<file path="src/rtl/alu_op_sequencer.sv">
// alu_op_sequencer: host-side driver for the ALU switch/button load protocol.
// Accepts one (A, B, opcode) command and loads A, B, then OP through sw plus
// one-hot strobes. Each load has a setup cycle, then HOLD_CYCLES strobe cycles.
// After SETTLE_CYCLES it samples led_in and presents the result on a
// valid/ready response port. Every output comes straight from a register.
// Optional build macro ALU_SEQ_OP_CACHE_EN: remembers the last loaded opcode
// and skips the OP load when a new command repeats it.
module alu_op_sequencer #(
  parameter int OPERAND_SIZE  = 8,
  parameter int OP_CODE_SIZE  = 6,
  parameter int HOLD_CYCLES   = 1,
  parameter int SETTLE_CYCLES = 2
) (
  input  logic                    CLK100MHZ,
  input  logic                    reset,
  input  logic                    cmd_valid,
  output logic                    cmd_ready,
  input  logic [OPERAND_SIZE-1:0] cmd_a,
  input  logic [OPERAND_SIZE-1:0] cmd_b,
  input  logic [OP_CODE_SIZE-1:0] cmd_op,
  output logic [OPERAND_SIZE-1:0] sw,
  output logic                    btn_a,
  output logic                    btn_b,
  output logic                    btn_op,
  input  logic [OPERAND_SIZE-1:0] led_in,
  output logic                    rsp_valid,
  input  logic                    rsp_ready,
  output logic [OPERAND_SIZE-1:0] rsp_data,
  output logic                    busy
);

  localparam int CNT_MAX = (HOLD_CYCLES > SETTLE_CYCLES) ? HOLD_CYCLES : SETTLE_CYCLES;
  localparam int CNT_W   = (CNT_MAX < 2) ? 1 : $clog2(CNT_MAX + 1);
  localparam logic [CNT_W-1:0] HOLD_LAST   = CNT_W'(HOLD_CYCLES);
  localparam logic [CNT_W-1:0] SETTLE_LAST = CNT_W'(SETTLE_CYCLES - 1);

  typedef enum logic [2:0] {
    S_IDLE, S_LOAD_A, S_LOAD_B, S_LOAD_OP, S_SETTLE, S_RESP
  } state_t;

  state_t                  r_state;
  logic [CNT_W-1:0]        r_cnt;
  logic [OPERAND_SIZE-1:0] r_a;
  logic [OPERAND_SIZE-1:0] r_b;
  logic [OP_CODE_SIZE-1:0] r_op;

  logic [OPERAND_SIZE-1:0] r_sw;
  logic                    r_btn_a;
  logic                    r_btn_b;
  logic                    r_btn_op;
  logic                    r_rsp_valid;
  logic [OPERAND_SIZE-1:0] r_rsp_data;
  logic                    r_busy;
  logic                    r_cmd_ready;

  state_t                  w_state_nxt;
  logic [CNT_W-1:0]        w_cnt_nxt;
  logic                    w_accept;
  logic                    w_capture;
  logic                    w_cache_hit;
  logic [OPERAND_SIZE-1:0] w_op_ext;
  logic [OPERAND_SIZE-1:0] w_sw_nxt;
  logic                    w_btn_a_nxt;
  logic                    w_btn_b_nxt;
  logic                    w_btn_op_nxt;

  // Opcode is presented zero-extended on the operand-wide sw bus.
  assign w_op_ext = OPERAND_SIZE'(r_op);

`ifdef ALU_SEQ_OP_CACHE_EN
  logic [OP_CODE_SIZE-1:0] r_last_op;
  logic                    r_last_vld;
  logic                    w_op_done;

  assign w_op_done   = (r_state == S_LOAD_OP) && (r_cnt == HOLD_LAST);
  assign w_cache_hit = r_last_vld && (r_last_op == r_op);

  // Remember the opcode the ALU last latched; the flag alone is reset.
  always_ff @(posedge CLK100MHZ) begin
    if (w_op_done) r_last_op <= r_op;
    if (reset) r_last_vld <= 1'b0;
    else if (w_op_done) r_last_vld <= 1'b1;
  end
`else
  assign w_cache_hit = 1'b0;
`endif

  // Next-state sequencing and the next value of every registered output.
  always_comb begin
    w_state_nxt  = r_state;
    w_cnt_nxt    = r_cnt;
    w_accept     = 1'b0;
    w_capture    = 1'b0;
    w_sw_nxt     = '0;
    w_btn_a_nxt  = 1'b0;
    w_btn_b_nxt  = 1'b0;
    w_btn_op_nxt = 1'b0;

    case (r_state)
      S_IDLE: begin
        if (cmd_valid && r_cmd_ready) begin
          w_accept    = 1'b1;
          w_state_nxt = S_LOAD_A;
          w_cnt_nxt   = '0;
        end
      end
      S_LOAD_A: begin
        if (r_cnt == HOLD_LAST) begin
          w_state_nxt = S_LOAD_B;
          w_cnt_nxt   = '0;
        end else begin
          w_cnt_nxt = r_cnt + 1'b1;
        end
      end
      S_LOAD_B: begin
        if (r_cnt == HOLD_LAST) begin
          w_state_nxt = w_cache_hit ? S_SETTLE : S_LOAD_OP;
          w_cnt_nxt   = '0;
        end else begin
          w_cnt_nxt = r_cnt + 1'b1;
        end
      end
      S_LOAD_OP: begin
        if (r_cnt == HOLD_LAST) begin
          w_state_nxt = S_SETTLE;
          w_cnt_nxt   = '0;
        end else begin
          w_cnt_nxt = r_cnt + 1'b1;
        end
      end
      S_SETTLE: begin
        if (r_cnt == SETTLE_LAST) begin
          w_capture   = 1'b1;
          w_state_nxt = S_RESP;
          w_cnt_nxt   = '0;
        end else begin
          w_cnt_nxt = r_cnt + 1'b1;
        end
      end
      S_RESP: begin
        if (r_rsp_valid && rsp_ready) w_state_nxt = S_IDLE;
      end
      default: w_state_nxt = S_IDLE;
    endcase

    // Count 0 of a load state is the setup cycle; the strobe follows it.
    case (w_state_nxt)
      S_LOAD_A: begin
        w_sw_nxt    = w_accept ? cmd_a : r_a;
        w_btn_a_nxt = (w_cnt_nxt != '0);
      end
      S_LOAD_B: begin
        w_sw_nxt    = r_b;
        w_btn_b_nxt = (w_cnt_nxt != '0);
      end
      S_LOAD_OP: begin
        w_sw_nxt     = w_op_ext;
        w_btn_op_nxt = (w_cnt_nxt != '0);
      end
      S_SETTLE, S_RESP: w_sw_nxt = w_op_ext;
      default:          w_sw_nxt = '0;
    endcase
  end

  // State, counter and output registers; reset forces the idle picture.
  always_ff @(posedge CLK100MHZ) begin
    if (reset) begin
      r_state     <= S_IDLE;
      r_cnt       <= '0;
      r_sw        <= '0;
      r_btn_a     <= 1'b0;
      r_btn_b     <= 1'b0;
      r_btn_op    <= 1'b0;
      r_rsp_valid <= 1'b0;
      r_rsp_data  <= '0;
      r_busy      <= 1'b0;
      r_cmd_ready <= 1'b1;
    end else begin
      r_state     <= w_state_nxt;
      r_cnt       <= w_cnt_nxt;
      r_sw        <= w_sw_nxt;
      r_btn_a     <= w_btn_a_nxt;
      r_btn_b     <= w_btn_b_nxt;
      r_btn_op    <= w_btn_op_nxt;
      r_rsp_valid <= (w_state_nxt == S_RESP);
      if (w_capture) r_rsp_data <= led_in;
      r_busy      <= (w_state_nxt != S_IDLE);
      r_cmd_ready <= (w_state_nxt == S_IDLE);
    end
  end

  // Command operands are captured once at acceptance and used from then on.
  always_ff @(posedge CLK100MHZ) begin
    if (w_accept) begin
      r_a  <= cmd_a;
      r_b  <= cmd_b;
      r_op <= cmd_op;
    end
  end

  assign cmd_ready = r_cmd_ready;
  assign sw        = r_sw;
  assign btn_a     = r_btn_a;
  assign btn_b     = r_btn_b;
  assign btn_op    = r_btn_op;
  assign rsp_valid = r_rsp_valid;
  assign rsp_data  = r_rsp_data;
  assign busy      = r_busy;

endmodule

</file>
<file path="config.mk">
export PLATFORM = sky130hd
export DESIGN_NAME = alu_op_sequencer
export DESIGN_NICKNAME = d
export VERILOG_FILES = /design/src/rtl/alu_op_sequencer.sv
export SDC_FILE = /design/constraint.sdc
export NUM_CORES = 1
export LEC_CHECK = 0
export BUFFER_PORTS_ARGS = -buffer_cell sky130_fd_sc_hd__buf_2
export CAP_MARGIN = 20
export CORE_MARGIN = 1
export CORE_UTILIZATION = 25
export DETAILED_ROUTE_END_ITERATION = 10
export HOLD_SLACK_MARGIN = 0.02
export SYNTH_ARGS = -nofsm -noshare
export SYNTH_HDL_FRONTEND = slang
export SYNTH_SLANG_ARGS = --single-unit
</file>
<file path="constraint.sdc">
create_clock -name CLK100MHZ -period 4.11 [get_ports CLK100MHZ]
set_clock_uncertainty 0.2 [all_clocks]
set_input_delay 0.2055 -clock CLK100MHZ [delete_from_list [all_inputs] [get_ports CLK100MHZ]]
set_output_delay 0.2055 -clock CLK100MHZ [all_outputs]
set_load 0.03 [all_outputs]
</file>
* Word level (Yosys, flattened, before mapping)
Index checks and enable logic that the tools add are counted.
** Operators by class
- $add $sub $neg :: 1
- $mul :: 0
- Divide/modulo/power cells :: 0
- $lt $le $gt $ge :: 0
- Eq/ne operators :: 11
- Shift-type cells :: 0
- Multiplexer cells :: 16
- Bitwise operators :: 3
- Reduce and logical (&&, ||, !) cells :: 11
** Operators by type and width (count)
- 8-bit case mux with 3 select lines :: 1
- 3-bit two-way mux :: 6
- 3-bit case mux with 6 select lines :: 1
- 3-bit by 2-bit equality test with 1-bit output, second input constant :: 4
- 3-bit equality test, second input constant :: 4
- 8-bit two-way mux :: 1
- 3-bit by 1-bit equality test with 1-bit output, second input constant :: 2
- 3-bit zero test :: 2
- 2-bit OR reduction :: 3
- 1-bit two-way mux :: 4
- 2-bit two-way mux :: 2
- 2-bit case mux with 2 select lines :: 1
- 4-bit OR reduction :: 1
- 1-bit inverter :: 3
- 3-bit nonzero test :: 1
- 3-bit OR reduction :: 1
- 2-bit by 1-bit adder with 2-bit output, second input constant :: 1
- 2-bit by 1-bit equality test with 1-bit output, second input constant :: 1
- 1-bit logical AND :: 2
- 2-bit nonzero test :: 1
** Word-level totals
- Flip-flop bits (word level) :: 49
- Bits in latches :: 0
- Memory bits (writable) :: 0
- Memory bits (read-only) :: 0
- Input bits :: 34
- Output and inout bits :: 22
- Logic and storage cells :: 55
- Memories :: 0

* Longest topological paths before layout
Gate-level depths: netlist (run 1).
- Depth in word-level cells :: 6
- Depth in mapped cells :: 6
- Mapped depth without buffers :: 4

* Worst setup path before layout (run 1)
Ideal clock, no wire load.
- Path type :: reg2reg
- From :: register r_cmd_ready, in the netlist cmd_ready
- To :: register r_sw[6], in the netlist sw[6]
- Library setup time :: 119 ps
- Arrival :: 1444 ps
- Required time :: 3791 ps
- Setup slack :: 2347 ps
- Cell stages (with the launch flop) :: 5
- Path buffers :: 0
- Period minus slack after synthesis :: 1763 ps
- Cell sequence :: dfxtp_1 nand4bb_4 nor2_4 mux2i_1 o2bb2ai_1
** On the way
- Elaborated cells on any way between the ends :: 13
- Those cells by class :: eq/ne (5); mux (6); reduce/logical (2)
** RTL lines
- start: declaration :: line 54 : logic r_cmd_ready;
- start signal: assignment :: line 188 : r_cmd_ready <= (w_state_nxt == S_IDLE);
- 1-bit logical AND :: line 101 : if (cmd_valid && r_cmd_ready) begin
- 1-bit two-way mux :: line 101
- 1-bit two-way mux :: line 99 : case (r_state)
- net w_accept :: line 58 : logic w_accept;
- 8-bit two-way mux
- 8-bit case mux with 3 select lines :: line 147 : case (w_state_nxt)
- end signal: assignment :: line 181 : r_sw <= w_sw_nxt;
- end: declaration :: line 47 : logic [OPERAND_SIZE-1:0] r_sw;
The timed path passes the listed nets, and every way through them passes these cells.
A chain may end at the register's enable or synchronous reset.

* Final worst setup path (run 1)
- From :: register r_state[2]
- To :: register r_rsp_data[4], in the netlist rsp_data[4]
** On the way
- Word-level cells in the longest chain between the ends :: 2
** Ends and longest elaborated chain
- start: declaration :: line 41 : state_t r_state;
- start signal: assignment :: line 179 : r_state <= w_state_nxt;
- 3-bit equality test :: line 99
- 1-bit two-way mux :: line 99
- end signal: assignment :: line 186 : if (w_capture) r_rsp_data <= led_in;
- end: declaration :: line 52 : logic [OPERAND_SIZE-1:0] r_rsp_data;
Every way passes these cells.

==> results of run 1 <==
## metal layers
layer  GRT usage, %  vias to the layer above  wire length [microns]
met4           4.44                        0                     68
met5              0                        -                      0
met2           18.8                       34                   2060
met3           2.54                        6                    131
li1               -                      762                      -
met1           13.7                      697                   2000
## cell usage after synthesis, types with 3 or more instances
master    instances
dfxtp_1          35
edfxtp_1         14
mux2i_1          11
nand2_1          11
nor2_1           11
a21oi_1           9
nand3_1           9
a221o_1           6
o21ai_1           6
buf_6             4
nor3_1            3
or3_1             3
## power breakdown
| group | total, uW | internal [uW] | switching [uW] |
|---|---|---|---|
| clock network | 345 | 183 | 162 |
| registers | 584 | 556 | 28.0 |
| logic | 201 | 89.9 | 111 |
| total | 1130 | 829 | 301 |
## tightest hold or removal path, delay by kind of cell
kind                   cells  cell delay (ns)
AO/OA/AOI/OAI              2             0.15
buffers and inverters      1             0.09
AND/OR/NAND/NOR            1             0.11
## area by class of cell
cell class	instances	share of cell area (%)
sequential	49	42.1
clock inverter	2	1.46
timing repair buffer	85	21.6
tap	99	4.65
inverter	3	0.423
multi-input combinational	102	27.0
clock buffer	6	2.73
## cells in the final DEF (no fill, tap or decap), types with 2 or more instances in the layout
master and count:
dlygate4sd3_1 30, a311oi_1 2, inv_1 2, nand2b_1 2, clkbuf_8 5, or3_1 3
buf_2 55, edfxtp_1 14, mux2i_1 11, nand2_1 11, nor2_1 11, o21ba_2 2
a21oi_1 9, a21oi_2 2, a221o_1 6, dfxtp_1 35, o21ai_1 6, nor3_1 3
o21ai_0 2, o2bb2ai_1 2, nand3_1 9
## worst paths after layout
| check | startpoint | endpoint | slack (ns) | depth (start not counted) |
|---|---|---|---|---|
| hold reg to reg | r_b[7] | sw[7] | 0.26 | 1 |
| hold / removal | rsp_ready | r_state[2] | 0.10 | 4 |
| setup / recovery | r_state[2] | rsp_data[4] | 1.85 | 3 |
| setup reg to reg | r_state[2] | rsp_data[4] | 1.85 | 3 |
## flip-flops by register name, indices dropped and copies added (netlist names), 2 cells and up
| name | flops |
|---|---|
| r_state | 3 |
| r_op | 6 |
| r_cnt | 2 |
| rsp_data | 8 |
| r_a | 8 |
| sw | 8 |
| r_b | 8 |
## metrics by stage
step           std cells  worst slack [ns]
2_1_floorplan        164              2.35
3_3_place_gp         308              1.95
3_5_place_dp         308              1.86
4_1_cts              346              1.83
5_1_grt              346              1.62
6_report             346              1.85
## cell families (layout without fill, tap and decap cells)
group | Yosys count | in the layout | synth area share (%)
xor+xnor | 2 | 2 | 0.900
buf+inv | 13 | 96 | 5.40
flops | 49 | 49 | 57.6
compound gates | 37 | 37 | 13.6
mux | 11 | 11 | 5.66
simple gates | 52 | 52 | 16.9
## repair_timing
item | in CTS | in global routing
endpoints found under the hold margin | 32 | 0
hold buffers | 30 | 0
endpoints found under the setup margin | 0 | 0
==> flow_metrics.tcl, run 1 <==
set metrics [dict create \
    holdWs_ns 0.102 \
    gp_congestion 0.717 \
    setup_viol 0 \
    ant_nets 0 \
    post_cts_buffers 0 \
    fp.dieArea_sq_um 8140 \
    nets 280 \
    cts_tree "yes" \
    synth_top_area_share_pct 36.0 \
    multiInputGateArea_sq_um 719 \
    slew_headroom_pct 38.8 \
    grt_pass1_vias 1545 \
    finalMaxSlewViolations 0 \
    max-vdd-ir-drop_mv 0.250 \
    clkSlewWorstSetupHoldPaths_ns 0.09 \
    row_count 31 \
    status "finished clean" \
    n_fill_cell 761 \
    grt_max_degree 23 \
    portBuffers 55 \
    hpwl_microns 2690 \
    end_kind "flip-flop" \
    num_vias 1499 \
    start_util_pct 26.4 \
    synthFlopType "dfxtp_1" \
    antenna_found_initial 0 \
    die_x_microns 90.2 \
    grt_pass1_wl_microns 7130 \
    seq_area_sq_um 1120 \
    crit_buf_inv 0 \
    synthesis.nets 198 \
    wl_microns 4260 \
    core_region_area_sq_um 7370 \
    dr.pass1.iters 4 \
    die_y_microns 90.2 \
    cap_violations 0 \
    pwr_density_cell_nw_per_um2 424 \
    critPathTopFamily "flip-flops" \
    synth_cell_types 45 \
    worstPathMaxFanout 22 \
    crit_slowest_cell "dfxtp_1" \
    critical_path_class "reg -> reg" \
    clk_latency_ns 0.30 \
    cp.required_ns 4.09 \
    synth.area.top_cells "dfxtp_1 (36%), edfxtp_1 (22%), mux2i_1 (5.7%)" \
    ys_async_sr_fraction_pct 0 \
    finalPower_uw 1130 \
    layout-drive-gt1-share_pct 31.6 \
    wl_per_cell_microns 12.3 \
    overflow 0 \
    num_io_pins 56 \
    worst_pin_slew_ns 0.916 \
    area_growth_pct 36.8 \
    tns_ns 0 \
    drt-vias-per-instance 4.33 \
    placed_area_sq_um 2250 \
    synth_area_sq_um 1950 \
    max_stage_delay_ns 0.93 \
    cts_made_buffers 5 \
    clk_path_buf_depth 2 \
    cts_max_level 2 \
    clock-root-buffer "clkbuf_8" \
    rsz0062_at_grt "no" \
    drc 0 \
    ys_warn_count 0 \
    timing.fmax_mhz 442 \
    cts_num_sinks 49 \
    antenna_cells 0 \
    power_leakage_uw 0.00118 \
    arrival_ns 2.25 \
    synth-edff-count 14 \
    crit_path_cell_trace "nand3_1, mux2i_1, nor2_1" \
    final_area_sq_um 2660 \
    grt.total_usage_pct 11.2 \
    cp-start-kind "flip-flop" \
    synthCells 164 \
    ys_seq_area_share_pct 57.6 \
    period_minus_slack_ns 2.26 \
    synth_top_cell_by_area "dfxtp_1" \
    post-route-period-util_pct 55.0 \
    final_util_pct 36.1 \
    post_cts_resized 0 \
    synth-seq-cells 49 \
    hold_viol_final 0 \
    postSynthAreaPerCell_sq_um 11.9 \
    drt_iter0_drc 76 \
    hold_path_class "in -> reg" \
]
No activity file was read; power rests on OpenSTA's default activity.
==> run 2, diff against run 1 <==
- clock period: 4.11 -> 1.8 ns (I/O delays scaled with it)
==> run 2 against run 1 <==
Compared with the run above: first-iteration DRC count decreased by 37%; global-route usage increased by 0.38 points; core utilization increased by 1.2 points; non-clock buffer count increased by 12; worst setup slack got worse by 1.7 ns; sequential share of layout area decreased by 1.4 points; fmax increased by 35%; sequential power increased by 130%.
==> flow_metrics.tcl, run 2 (synthesized netlist as in run 1, its figures left out) <==
set metrics [dict create \
    netSwitchingPower_uw 696 \
    start_util_pct 26.4 \
    max_stage_delay_ns 0.56 \
    hold_viol_final 0 \
    final_area_sq_um 2750 \
    n_fill_cell 755 \
    seq_area_sq_um 1120 \
    clkSlewWorstSetupHoldPaths_ns 0.09 \
    fp.dieArea_sq_um 8140 \
    gp_congestion 0.786 \
    pwr_density_cell_nw_per_um2 900 \
    place_inst 318 \
    holdPathStages 4 \
    setup_viol 0 \
    rsz0062_at_grt "no" \
    finalMaxSlewViolations 0 \
    wl_met1_microns 1980 \
    status "finished clean" \
    pwr-share-seq_pct 53.4 \
    hpwl_microns 2960 \
    drt_iter0_drc 48 \
    multiInputGateArea_sq_um 727 \
    num_vias 1514 \
    dp_slack_ns 0.108 \
    nets 292 \
    cp.required_ns 1.80 \
    cap_violations 0 \
    num_io_pins 56 \
    timing.fmax_mhz 596 \
    fin_cells 358 \
    crit_buf_inv 1 \
    grt_pass1_wl_microns 7360 \
    row_count 31 \
    dr_wl_met3_microns 168 \
    worst_pin_slew_ns 0.433 \
    pwr-share-comb_pct 20.5 \
    clk_latency_ns 0.30 \
    final_util_pct 37.4 \
    wl_per_cell_microns 12.2 \
    portBuffers 55 \
    area_growth_pct 41.5 \
    holdPathEnd "r_a[4]" \
    power_leakage_uw 0.00123 \
    clock_power_share_pct 26.1 \
    cts_num_sinks 49 \
    critPathTopFamily "compound AO/OA/AOI/OAI gates" \
    critical_path_class "reg -> reg" \
    overflow 0 \
    drc 0 \
    grt.total_usage_pct 11.5 \
    regToRegStartpoint "r_state[2]" \
    antenna_cells 0 \
    crit_slowest_cell "dfxtp_1" \
    hold_path_class "in -> reg" \
    dr.pass1.iters 4 \
    layout-drive-gt1-share_pct 34.4 \
    hp-start "cmd_valid" \
    post-route-period-util_pct 93.2 \
    reg2reg_slack_ns 0.12 \
    cts_tree "yes" \
    cts_made_buffers 5 \
    worstPathMaxFanout 11 \
    cp-start-kind "flip-flop" \
    layout_commonest_cell "buf_2" \
    ant_nets 0 \
    max-vdd-ir-drop_mv 0.374 \
    die_x_microns 90.2 \
    crit_path_cell_trace "inv_2, o211ai_1, a21oi_4, a221o_1" \
    grt_max_degree 21 \
    wl_met2_microns 2140 \
    power_switching_share_pct 28.1 \
    wl_microns 4350 \
    ff2ff_path_depth 4 \
    end_kind "flip-flop" \
    grt_pass1_vias 1537 \
    period_minus_slack_ns 1.68 \
    clock-root-buffer "clkbuf_8" \
    tns_ns 0 \
    reg2reg_to "sw[2]" \
    arrival_ns 1.67 \
    fin_ws_ns 0.123 \
    crit_start "r_state[2]" \
    slew_headroom_pct 71.1 \
    drt-vias-per-instance 4.23 \
    cts_max_level 2 \
    clk_path_buf_depth 2 \
    intPower_uw 1780 \
    final_cell_mix "buf_2 (55), dfxtp_1 (34), dlygate4sd3_1 (32), edfxtp_1 (14)" \
    core_region_area_sq_um 7370 \
    die_y_microns 90.2 \
    antenna_found_initial 0 \
    placed_area_sq_um 2340 \
    route.top_layer_used "met4" \
]
[run 2: changes by cell type in the layout (fill, tap and decap cells not counted), sizes merged]
cell | previous run | this run
inv | 3 | 4
buf | 55 | 65
bufinv | 1 | 0
dlygate4sd3 | 30 | 32
[run 2: through the flow]
stage,hold WS (ns),power [uW]
after global routing,0.0826,2620
after global placement,0.0698,1800
after floorplan,-0.0111,1660
after CTS,0.0632,2500
final,0.0672,2480
after detailed placement,0.0681,1800
[run 2: repair_timing]
action	CTS	global route
endpoints found under the hold margin	35	0
gates resized for setup	0	2
buffers inserted	0	0
setup endpoints to repair	0	6
hold buffers	32	0
[run 2: power by group through the flow]
stage	sequential, uW	combinational, uW	clock [uW]
floorplan	1400	264	0
global placement	1350	454	0
detailed placement	1350	457	0
CTS	1320	510	672
global route	1340	558	728
finish	1320	507	648
[run 2: final cells by class]
cell class              instances  area share, %
clock buffers                   6           2.64
multi-input cells             102           26.4
clock inverters                 2          0.500
inverters                       3          0.409
flip-flops and latches         49           40.8
repair buffers                 97           24.8
well taps                      99           4.50
[run 2: worst max-delay path by stage]
stage / slack [ns] / endpoint / cells after the start
final: 0.12 / sw[2] / 4
after global placement: 0.14 / sw[1] / 5
after global routing: 0.02 / sw[1] / 4
after CTS: 0.11 / sw[4] / 5
after detailed placement: 0.11 / sw[2] / 5
after floorplan: 0.04 / sw[6] / 4
[run 2: worst register-to-register path: stages, from the launching register on]
cell and delay, ns:
dfxtp_1 0.56, inv_2 0.19, o211ai_1 0.18, a21oi_4 0.14, a221o_1 0.31
[run 2: routing by layer]
metal	vias to the layer above	GRT usage, %
met2	32	19.7
met5	-	0
li1	785	-
met3	6	2.79
met4	0	4.44
met1	691	14.0
